## src/rtl/l4_route_seq.sv

```systemverilog
// Route-job sequencer for the 32x32 L4 array: clear, mark source/target, then
// alternate expand/trace commands with a fixed status wait, reporting found/iterations.
module l4_route_seq #(
  parameter int unsigned NRBITS     = 5,
  parameter int unsigned NCBITS     = 5,
  parameter int unsigned NROWS      = 32,
  parameter int unsigned NCOLS      = 32,
  parameter int unsigned ITBITS     = 8,
  parameter int unsigned MAX_ITER   = 200,
  parameter int unsigned STAT_LAT   = 2,
  parameter logic [2:0]  RS_SINGLE  = 3'd1,
  parameter logic [2:0]  RS_ALL     = 3'd0,
  parameter logic [1:0]  CMD_NOP    = 2'd0,
  parameter logic [1:0]  CMD_WRITE  = 2'd1,
  parameter logic [1:0]  CMD_EXPAND = 2'd2,
  parameter logic [1:0]  CMD_TRACE  = 2'd3,
  parameter logic [3:0]  ST_EMPTY   = 4'd0,
  parameter logic [3:0]  ST_SRC     = 4'd1,
  parameter logic [3:0]  ST_TGT     = 4'd2,
  parameter logic [3:0]  SO_TGT_HIT = 4'hE,
  parameter logic [3:0]  SO_SRC_HIT = 4'hD
) (
  input  logic              clk,
  input  logic              resetn,
  input  logic              start,
  output logic              idle,
  input  logic [NRBITS-1:0] src_row,
  input  logic [NCBITS-1:0] src_col,
  input  logic [NRBITS-1:0] tgt_row,
  input  logic [NCBITS-1:0] tgt_col,
  output logic [2:0]        row_range_sel,
  output logic [NRBITS-1:0] row_l_v,
  output logic [NRBITS-1:0] row_u_v,
  output logic [2:0]        col_range_sel,
  output logic [NCBITS-1:0] col_l_v,
  output logic [NCBITS-1:0] col_u_v,
  output logic [1:0]        cell_cmd,
  output logic [3:0]        status_in,
  output logic              ret2ue,
  output logic              extend,
  input  logic [3:0]        array_status,
  output logic              done,
  output logic              found,
  output logic [ITBITS-1:0] iter_count
);

  localparam int unsigned       WW      = $clog2(STAT_LAT + 1);
  localparam logic [WW-1:0]     W_LAST  = WW'(STAT_LAT - 1);
  localparam logic [WW-1:0]     W_ONE   = WW'(1);
  localparam logic [ITBITS-1:0] IT_MAX  = ITBITS'(MAX_ITER);
  localparam logic [ITBITS-1:0] IT_ONE  = ITBITS'(1);
  localparam logic [NRBITS-1:0] ROW_MAX = NRBITS'(NROWS - 1);
  localparam logic [NCBITS-1:0] COL_MAX = NCBITS'(NCOLS - 1);

  typedef enum logic [3:0] {
    S_IDLE, S_CLEAR, S_MSRC, S_MTGT, S_EXP, S_EWAIT, S_TRC, S_TWAIT, S_FIN
  } state_t;

  state_t            state_q, state_d;
  logic [WW-1:0]     wait_q, wait_d;
  logic [ITBITS-1:0] iter_q, iter_d;
  logic [ITBITS-1:0] trc_q, trc_d;
  logic              found_q, found_d;
  logic [NRBITS-1:0] srow_q, srow_d, trow_q, trow_d;
  logic [NCBITS-1:0] scol_q, scol_d, tcol_q, tcol_d;

  logic              idle_q, idle_d;
  logic              done_q, done_d;
  logic [2:0]        rrs_q, rrs_d, crs_q, crs_d;
  logic [NRBITS-1:0] rl_q, rl_d, ru_q, ru_d;
  logic [NCBITS-1:0] cl_q, cl_d, cu_q, cu_d;
  logic [1:0]        cmd_q, cmd_d;
  logic [3:0]        st_q, st_d;
  logic              ret_q, ret_d;
  logic              ext_q, ext_d;

  always_ff @(posedge clk) begin
    if (resetn) begin
      state_q <= S_IDLE;
      wait_q  <= '0;
      iter_q  <= '0;
      trc_q   <= '0;
      found_q <= 1'b0;
      srow_q  <= '0;
      scol_q  <= '0;
      trow_q  <= '0;
      tcol_q  <= '0;
      idle_q  <= 1'b1;
      done_q  <= 1'b0;
      rrs_q   <= RS_ALL;
      crs_q   <= RS_ALL;
      rl_q    <= '0;
      ru_q    <= '0;
      cl_q    <= '0;
      cu_q    <= '0;
      cmd_q   <= CMD_NOP;
      st_q    <= ST_EMPTY;
      ret_q   <= 1'b0;
      ext_q   <= 1'b0;
    end else begin
      state_q <= state_d;
      wait_q  <= wait_d;
      iter_q  <= iter_d;
      trc_q   <= trc_d;
      found_q <= found_d;
      srow_q  <= srow_d;
      scol_q  <= scol_d;
      trow_q  <= trow_d;
      tcol_q  <= tcol_d;
      idle_q  <= idle_d;
      done_q  <= done_d;
      rrs_q   <= rrs_d;
      crs_q   <= crs_d;
      rl_q    <= rl_d;
      ru_q    <= ru_d;
      cl_q    <= cl_d;
      cu_q    <= cu_d;
      cmd_q   <= cmd_d;
      st_q    <= st_d;
      ret_q   <= ret_d;
      ext_q   <= ext_d;
    end
  end

  always_comb begin
    state_d = state_q;
    wait_d  = wait_q;
    iter_d  = iter_q;
    trc_d   = trc_q;
    found_d = found_q;
    srow_d  = srow_q;
    scol_d  = scol_q;
    trow_d  = trow_q;
    tcol_d  = tcol_q;
    unique case (state_q)
      S_IDLE: begin
        if (start) begin
          srow_d  = src_row;
          scol_d  = src_col;
          trow_d  = tgt_row;
          tcol_d  = tgt_col;
          iter_d  = '0;
          trc_d   = '0;
          found_d = 1'b0;
          state_d = S_CLEAR;
        end
      end
      S_CLEAR: state_d = S_MSRC;
      S_MSRC:  state_d = S_MTGT;
      S_MTGT:  state_d = S_EXP;
      S_EXP: begin
        if (iter_q != IT_MAX) iter_d = iter_q + IT_ONE;
        wait_d  = '0;
        state_d = S_EWAIT;
      end
      S_EWAIT: begin
        if (wait_q == W_LAST) begin
          if (array_status == SO_TGT_HIT) begin
            state_d = S_TRC;
          end else if (iter_q == IT_MAX) begin
            found_d = 1'b0;
            state_d = S_FIN;
          end else begin
            state_d = S_EXP;
          end
        end else begin
          wait_d = wait_q + W_ONE;
        end
      end
      S_TRC: begin
        if (trc_q != IT_MAX) trc_d = trc_q + IT_ONE;
        wait_d  = '0;
        state_d = S_TWAIT;
      end
      S_TWAIT: begin
        if (wait_q == W_LAST) begin
          if (array_status == SO_SRC_HIT) begin
            found_d = 1'b1;
            state_d = S_FIN;
          end else if (trc_q == IT_MAX) begin
            found_d = 1'b0;
            state_d = S_FIN;
          end else begin
            state_d = S_TRC;
          end
        end else begin
          wait_d = wait_q + W_ONE;
        end
      end
      S_FIN:   state_d = S_IDLE;
      default: state_d = S_IDLE;
    endcase
  end

  // Array-facing outputs are registered from the current state, so each command
  // reaches the array one cycle after its state; addresses hold outside command states.
  always_comb begin
    idle_d = (state_d == S_IDLE);
    done_d = 1'b0;
    rrs_d  = rrs_q;
    crs_d  = crs_q;
    rl_d   = rl_q;
    ru_d   = ru_q;
    cl_d   = cl_q;
    cu_d   = cu_q;
    st_d   = st_q;
    cmd_d  = CMD_NOP;
    ret_d  = 1'b0;
    ext_d  = 1'b0;
    unique case (state_q)
      S_CLEAR, S_EXP, S_TRC: begin
        rrs_d = RS_ALL;
        crs_d = RS_ALL;
        rl_d  = '0;
        ru_d  = ROW_MAX;
        cl_d  = '0;
        cu_d  = COL_MAX;
        if (state_q == S_CLEAR) begin
          cmd_d = CMD_WRITE;
          st_d  = ST_EMPTY;
        end else if (state_q == S_EXP) begin
          cmd_d = CMD_EXPAND;
          ext_d = 1'b1;
        end else begin
          cmd_d = CMD_TRACE;
          ret_d = 1'b1;
        end
      end
      S_MSRC: begin
        rrs_d = RS_SINGLE;
        crs_d = RS_SINGLE;
        rl_d  = srow_q;
        ru_d  = srow_q;
        cl_d  = scol_q;
        cu_d  = scol_q;
        cmd_d = CMD_WRITE;
        st_d  = ST_SRC;
      end
      S_MTGT: begin
        rrs_d = RS_SINGLE;
        crs_d = RS_SINGLE;
        rl_d  = trow_q;
        ru_d  = trow_q;
        cl_d  = tcol_q;
        cu_d  = tcol_q;
        cmd_d = CMD_WRITE;
        st_d  = ST_TGT;
      end
      S_FIN: begin
        done_d = 1'b1;
        rrs_d  = RS_ALL;
        crs_d  = RS_ALL;
      end
      default: ;
    endcase
  end

  assign idle          = idle_q;
  assign done          = done_q;
  assign found         = found_q;
  assign iter_count    = iter_q;
  assign row_range_sel = rrs_q;
  assign row_l_v       = rl_q;
  assign row_u_v       = ru_q;
  assign col_range_sel = crs_q;
  assign col_l_v       = cl_q;
  assign col_u_v       = cu_q;
  assign cell_cmd      = cmd_q;
  assign status_in     = st_q;
  assign ret2ue        = ret_q;
  assign extend        = ext_q;

endmodule

```

## config.mk

```make
export PLATFORM = sky130hd
export DESIGN_NAME = l4_route_seq
export DESIGN_NICKNAME = d
export VERILOG_FILES = /design/src/rtl/l4_route_seq.sv
export SDC_FILE = /design/constraint.sdc
export NUM_CORES = 1
export LEC_CHECK = 0
export ABC_CLOCK_PERIOD_IN_PS = 2320
export BUFFER_PORTS_ARGS = -buffer_cell sky130_fd_sc_hd__buf_2
export CORE_ASPECT_RATIO = 0.6
export CORE_MARGIN = 1.5
export CORE_UTILIZATION = 45
export DETAILED_ROUTE_END_ITERATION = 8
export HOLD_SLACK_MARGIN = 0.12
export PLACE_DENSITY = 0.7
export SYNTH_ARGS = -nofsm -noshare
export SYNTH_HDL_FRONTEND = slang
export SYNTH_SLANG_ARGS = --single-unit
```

## constraint.sdc

```tcl
create_clock -name clk -period 2.32 [get_ports clk]
set_input_delay 0.464 -clock clk [delete_from_list [all_inputs] [get_ports clk]]
set_output_delay 0.464 -clock clk [all_outputs]
set_load 0.005 [all_outputs]
```

==> After elaboration in Yosys (flattened, before gate mapping) <==
Index checks and enable logic that the tools add are counted.
{ "word_totals": {"regBits": 76, "latch_bits": 0, "mem_bits_rw": 0, "rom_bits": 0, "elab_cells": 105, "memories": 0} }
{ "op_classes": {"n_addsub": 3, "n_mul": 0, "div_mod_pow": 0, "order_cmp": 0, "eq_ne": 25, "shift": 0, "muxes": 36, "bitwise_logic": 1, "n_reduce_logical": 20} }
{ "ops": {"columns": ["cell", "count"], "rows": [
  ["case mux 5 bit (3 select lines)", 4],
  ["two-way mux 4 bit", 8],
  ["case mux 4 bit (8 select lines)", 1],
  ["case mux 8 bit (2 select lines)", 2],
  ["two-way mux 8 bit", 3],
  ["!= test 2 bit, second input constant", 9],
  ["adder 8 x 1 -> 8 bit, second input constant", 2],
  ["== test 4 x 3 -> 1 bit, second input constant", 4],
  ["== test 8 bit, second input constant", 2],
  ["!= test 8 bit, second input constant", 2],
  ["== test 4 bit, second input constant", 3],
  ["case mux 4 bit (3 select lines)", 1],
  ["two-way mux 1 bit", 11],
  ["== test 4 x 2 -> 1 bit, second input constant", 2],
  ["zero test 4 bit", 2],
  ["case mux 2 bit (2 select lines)", 2],
  ["nonzero test 2 bit", 4],
  ["AND reduction 7 bit", 1],
  ["case mux 3 bit (2 select lines)", 1],
  ["AND reduction 2 bit", 3],
  ["AND reduction 3 bit", 2],
  ["nonzero test 3 bit", 2],
  ["OR reduction 2 bit", 3],
  ["OR reduction 3 bit", 2],
  ["other kinds (8)", 9]
]} }

==> Longest topological paths before layout <==
{ "logic_depth": {"word_depth": 6, "ltp_mapped": 7, "depth_no_buf": 6} }

==> Least setup slack after synthesis <==
No wires, ideal clock.
{ "synth_path": {"path_type": "register -> register", "from": "register iter_q[0], in the netlist iter_count[0]", "to": "register iter_q[4], in the netlist iter_count[4]", "setup_ns": 0.070, "t_arrival_ns": 1.700, "t_required_ns": 2.250, "setup_slack_ns": 0.550, "path_stages_with_launch": 8, "path_buffers": 1, "synth_period_minus_slack_ns": 1.770, "path_cell_list": "dfxtp_1 -> inv_1 -> ha_1 -> and4b_1 -> and3_1 -> clkbuf_1 -> or4_1 -> a21oi_1"} }
{ "synth_between": {"elab_chain_cells": 3} }
{ "synth_lines": {"columns": ["element", "line", "text"], "rows": [
  ["from (decl)", "61", "logic [ITBITS-1:0] iter_q, iter_d;"],
  ["from (signal assigned)", "103", "iter_q <= iter_d;"],
  ["adder 8 x 1 -> 8 bit or != test 8 bit (tied branches)", "152", "if (iter_q != IT_MAX) iter_d = iter_q + IT_ONE;"],
  ["two-way mux 8 bit or != test 2 bit (tied branches)", null, null],
  ["case mux 8 bit (2 select lines) or AND reduction 3 bit (tied branches)", null, null]
]} }
Parallel ways exist; a longest one is shown, timed or not. The select of a mux whose other input is x is not followed.
A chain may end at the register's enable or synchronous reset.

==> Worst setup path after layout <==
{ "layout_path": {"from": "register state_q[2]", "to": "register cu_q[2], in the netlist col_u_v[2]"} }
{ "layout_between": {"elab_chain_cells": 3} }
{ "layout_lines": {"columns": ["element", "line", "text"], "rows": [
  ["from (decl)", "59", "state_t state_q, state_d;"],
  ["from (signal assigned)", "101", "state_q <= state_d;"],
  ["== test 4 x 1 -> 1 bit or == test 4 x 3 -> 1 bit (tied branches)", "210", "unique case (state_q)"],
  ["OR reduction 3 bit", null, null],
  ["case mux 5 bit (3 select lines) or nonzero test 3 bit (tied branches)", null, null],
  ["to (signal assigned)", "117", "cu_q <= cu_d;"],
  ["to (decl)", "71", "logic [NCBITS-1:0] cl_q, cl_d, cu_q, cu_d;"]
]} }
Parallel ways exist; a longest one is shown, timed or not.

==> impl_metrics.csv <==
group,metric,value,unit
critical_path,crit_path_start_kind,"flip-flop",
global_route,grt_antenna_before_repair,0,
global_route,grt_max_degree,31,
sta,finalCritPeriodShare,82.1,%
drt,route.detailed.drc,0,
cts,path_clk_slew,0.06,ns
yosys,synth_compound_area_share,18.8,%
worst_hold_path,hold_start,"tgt_col[3]",
layout,area_growth,19.9,%
yosys,synth_top_area_share,45.2,%
yosys,synth_top_flop_cell,"dfxtp_1",
yosys,mappedNetlistArea,3190,um^2
critical_path,rr_startpoint,"state_q[2]$_SDFF_PP0_",
run,max-cap-violations,0,
power,power,3.23,mW
cts,cts_root_buf,"clkbuf_16",
drt,antenna_left,0,
yosys,muxShareOfSynthArea,3.84,%
die,pin_count,72,
placement,gp_congestion,0.877,
worst_hold_path,whs_path_depth,3,
drt,via_per_inst,5.41,
yosys,synth_xor_area_share,1.65,%
die,initial_utilization,47.2,%
cts,clockBufferDepth,2,
drt,routedWlPerCell,14.8,um
worst_hold_path,worstHoldEndpoint,"tcol_q[3]$_SDFFE_PP0P_",
cts,cts_tree,"yes",
sta,post-route-min-period,1.90,ns
cts,cts_sinks,72,
critical_path,cp.arrival,2.08,ns
yosys,seq_area_frac_synth,45.2,%
placement,numPortBuffers,65,
critical_path,worstPathMaxFanout,14,
yosys,async_flop_share,0,%
cts,htreeDepth,3,
yosys,synth_edf_count,0,
critical_path,crit_required,2.50,ns
yosys,synth_area_leaders,"dfxtp_1 (45%), nand2_1 (6.6%), a21oi_1 (6.1%), mux2_2 (3.5%), o221a_2 (2.8%)",
worst_hold_path,hp-class,"in -> reg",
global_route,grt_pass1_wl,11.8,mm
sta,slew-limit-headroom,56.3,%
yosys,synthCells,362,
cts,cts_hold_buf,0,
power,ir_drop,0.000441,V
outcome,run_status,"completed",
die,fp.dieH,68.2,um
critical_path,reg2reg_depth,5,
sta,setup_viol,0,
critical_path,crit_type,"reg -> reg",
drt,wl,7.59,mm
placement,hpwl,5.46,mm
critical_path,timing.rr.end,"col_u_v[2]$_SDFFE_PP0N_",
drt,drtIter0Drc,137,
power,power_density,846,nW/um^2
sta,tns,0,ns
die,dieArea,7620,um^2
yosys,ys_types,53,
yosys,synth_warnings,0,
layout,drive_gt1_share,28.6,%
sta,worst_pin_slew,0.652,ns
sta,hold_viol,0,
sta,finClkSkew,0.00755,ns
drt,vias,2773,
die,std_cell_rows,23,
drt,drtPass1Iterations,4,
sta,drv_slew,0,
yosys,synth_top_family_by_area,"simple AND/OR/NAND/NOR gates",
cts,cts_buffers,9,
yosys,avgSynthCellArea,8.81,um^2
layout,diodes,0,
yosys,synth-simple-area-share,22.0,%
critical_path,cp-end-kind,"flip-flop",
global_route,overflow,0,
yosys,synth_adder_area_share,1.96,%
yosys,yosysTopAreaCell,"dfxtp_1",
power,p_leak,1.56,nW
global_route,grt_pass1_vias,2337,
global_route,grt_usage,20.2,%
cts,clkLatencyLatePin,0.33,ns
sta,max_freq,525,MHz
critical_path,ff2ff_setup_slack,0.42,ns
die,die_w,112,um
layout,fin_nets,453,
sta,rsz0062_at_grt,"false",
yosys,synth_seq_cells,72,
die,core-area,6760,um^2
-- worst max-delay path, stage by stage, from the launching register on --
cell     delay, ns
dfxtp_1       0.58
nor3_1        0.14
buf_4         0.17
or3_1         0.50
a21oi_1       0.25
a21oi_1       0.11
-- what timing repair did --
| action | in CTS | in global routing |
|---|---|---|
| buffers inserted | 0 | 0 |
| resized for setup | 0 | 1 |
| setup endpoints to repair | 0 | 3 |
-- cell type report --
class / instances / area [um^2]
well taps: 87 / 109
repair buffers: 74 / 393
fillers: 620 / 2940
clock buffers: 10 / 229
inverters: 10 / 37.5
flip-flops and latches: 72 / 1440
multi-input cells: 254 / 1570
clock inverters: 6 / 46.3
-- placed cells by master, fill, tap and decap left out, types with 6 or more instances in the layout --
cell	instances
clkbuf_16	9
nor3_1	8
dfxtp_1	72
buf_2	65
inv_1	10
o221a_2	8
o21ai_0	10
nand3_1	7
a21oi_1	39
nor2_1	23
conb_1	6
buf_4	9
mux2_2	10
xnor2_1	6
a22oi_1	9
nand2_1	56
-- worst max path at each step --
stage | endpoint | slack, ns | start | depth (start not counted)
finish | col_u_v[2]$_SDFFE_PP0N_ | 0.42 | state_q[2]$_SDFF_PP0_ | 5
detailed placement | col_u_v[2]$_SDFFE_PP0N_ | 0.24 | state_q[0]$_SDFF_PP0_ | 5
global placement | row_u_v[3]$_SDFFE_PP0N_ | 0.34 | state_q[0]$_SDFF_PP0_ | 4
CTS | col_u_v[2]$_SDFFE_PP0N_ | 0.21 | state_q[0]$_SDFF_PP0_ | 5
global route | iter_count[4]$_SDFFE_PP0P_ | 0.33 | iter_count[0]$_SDFFE_PP0P_ | 6
floorplan | iter_count[4]$_SDFFE_PP0P_ | 0.55 | iter_count[0]$_SDFFE_PP0P_ | 7
-- per-stage QoR --
step | hold slack [ns] | std cells | worst slack (ns) | cell area [um^2] | util, %
6_report | 0.374 | 513 | 0.416 | 3820 | 56.6
5_1_grt | 0.376 | 513 | 0.328 | 3820 | 56.6
4_1_cts | 0.368 | 513 | 0.210 | 3820 | 56.5
3_5_place_dp | 0.445 | 497 | 0.235 | 3540 | 52.4
3_3_place_gp | 0.440 | 497 | 0.337 | 3540 | 52.4
2_1_floorplan | 0.433 | 367 | 0.550 | 3210 | -
-- kinds of logic (layout without fill, tap and decap cells) --
family                     Yosys count  after routing
and+or+nand+nor                    140            140
adders and majority gates            5              5
other                                1              6
buffers and inverters               41            100
DFF                                 72             72
xor gates and xnor gates             6              6
muxes                               11             11
AOI/OAI and AO/OA                   86             86
-- power breakdown --
group          internal, mW  leakage (nW)  switching (mW)  total [mW]
logic                 0.239         0.840           0.340       0.579
registers              1.35         0.587          0.0585        1.40
clock network         0.726         0.129           0.524        1.25
total                  2.31          1.56           0.922        3.23
-- routing by layer --
layer  wire [um]  up-vias  part of all wire [%]  track usage, %
li1            -     1390                     -               -
met1        4000     1273                    53            30.9
met2        2930      102                    39            26.7
met3         590        8                   7.8            6.11
met4          65        0                  0.86            5.22
met5           0        -                     0               0
-- sequential cells by signal, summed over array words and instances, names as in the netlist, 2 cells and up --
register and flops:
status_in 2, row_l_v 5, row_u_v 5, wait_q 2, state_q 4, srow_q 5
scol_q 5, cell_cmd 2, tcol_q 5, col_u_v 5, iter_count 8, col_l_v 5
trc_q 8, trow_q 5
-- synthesized netlist by cell type (all sizes together) (4+ instances only) --
| library cell | instances |
|---|---|
| nand2 | 56 |
| a2111oi | 4 |
| nor3 | 9 |
| o21ai | 11 |
| ha | 5 |
| nand3 | 7 |
| xnor2 | 6 |
| a22oi | 9 |
| or4 | 4 |
| and2 | 6 |
| a21oi | 39 |
| mux2 | 10 |
| inv | 10 |
| nor2 | 26 |
| dfxtp | 72 |
| clkbuf | 15 |
| o31ai | 4 |
| buf | 16 |
| o221a | 8 |
| nand4 | 5 |
Power figures use the tool's default switching activity.
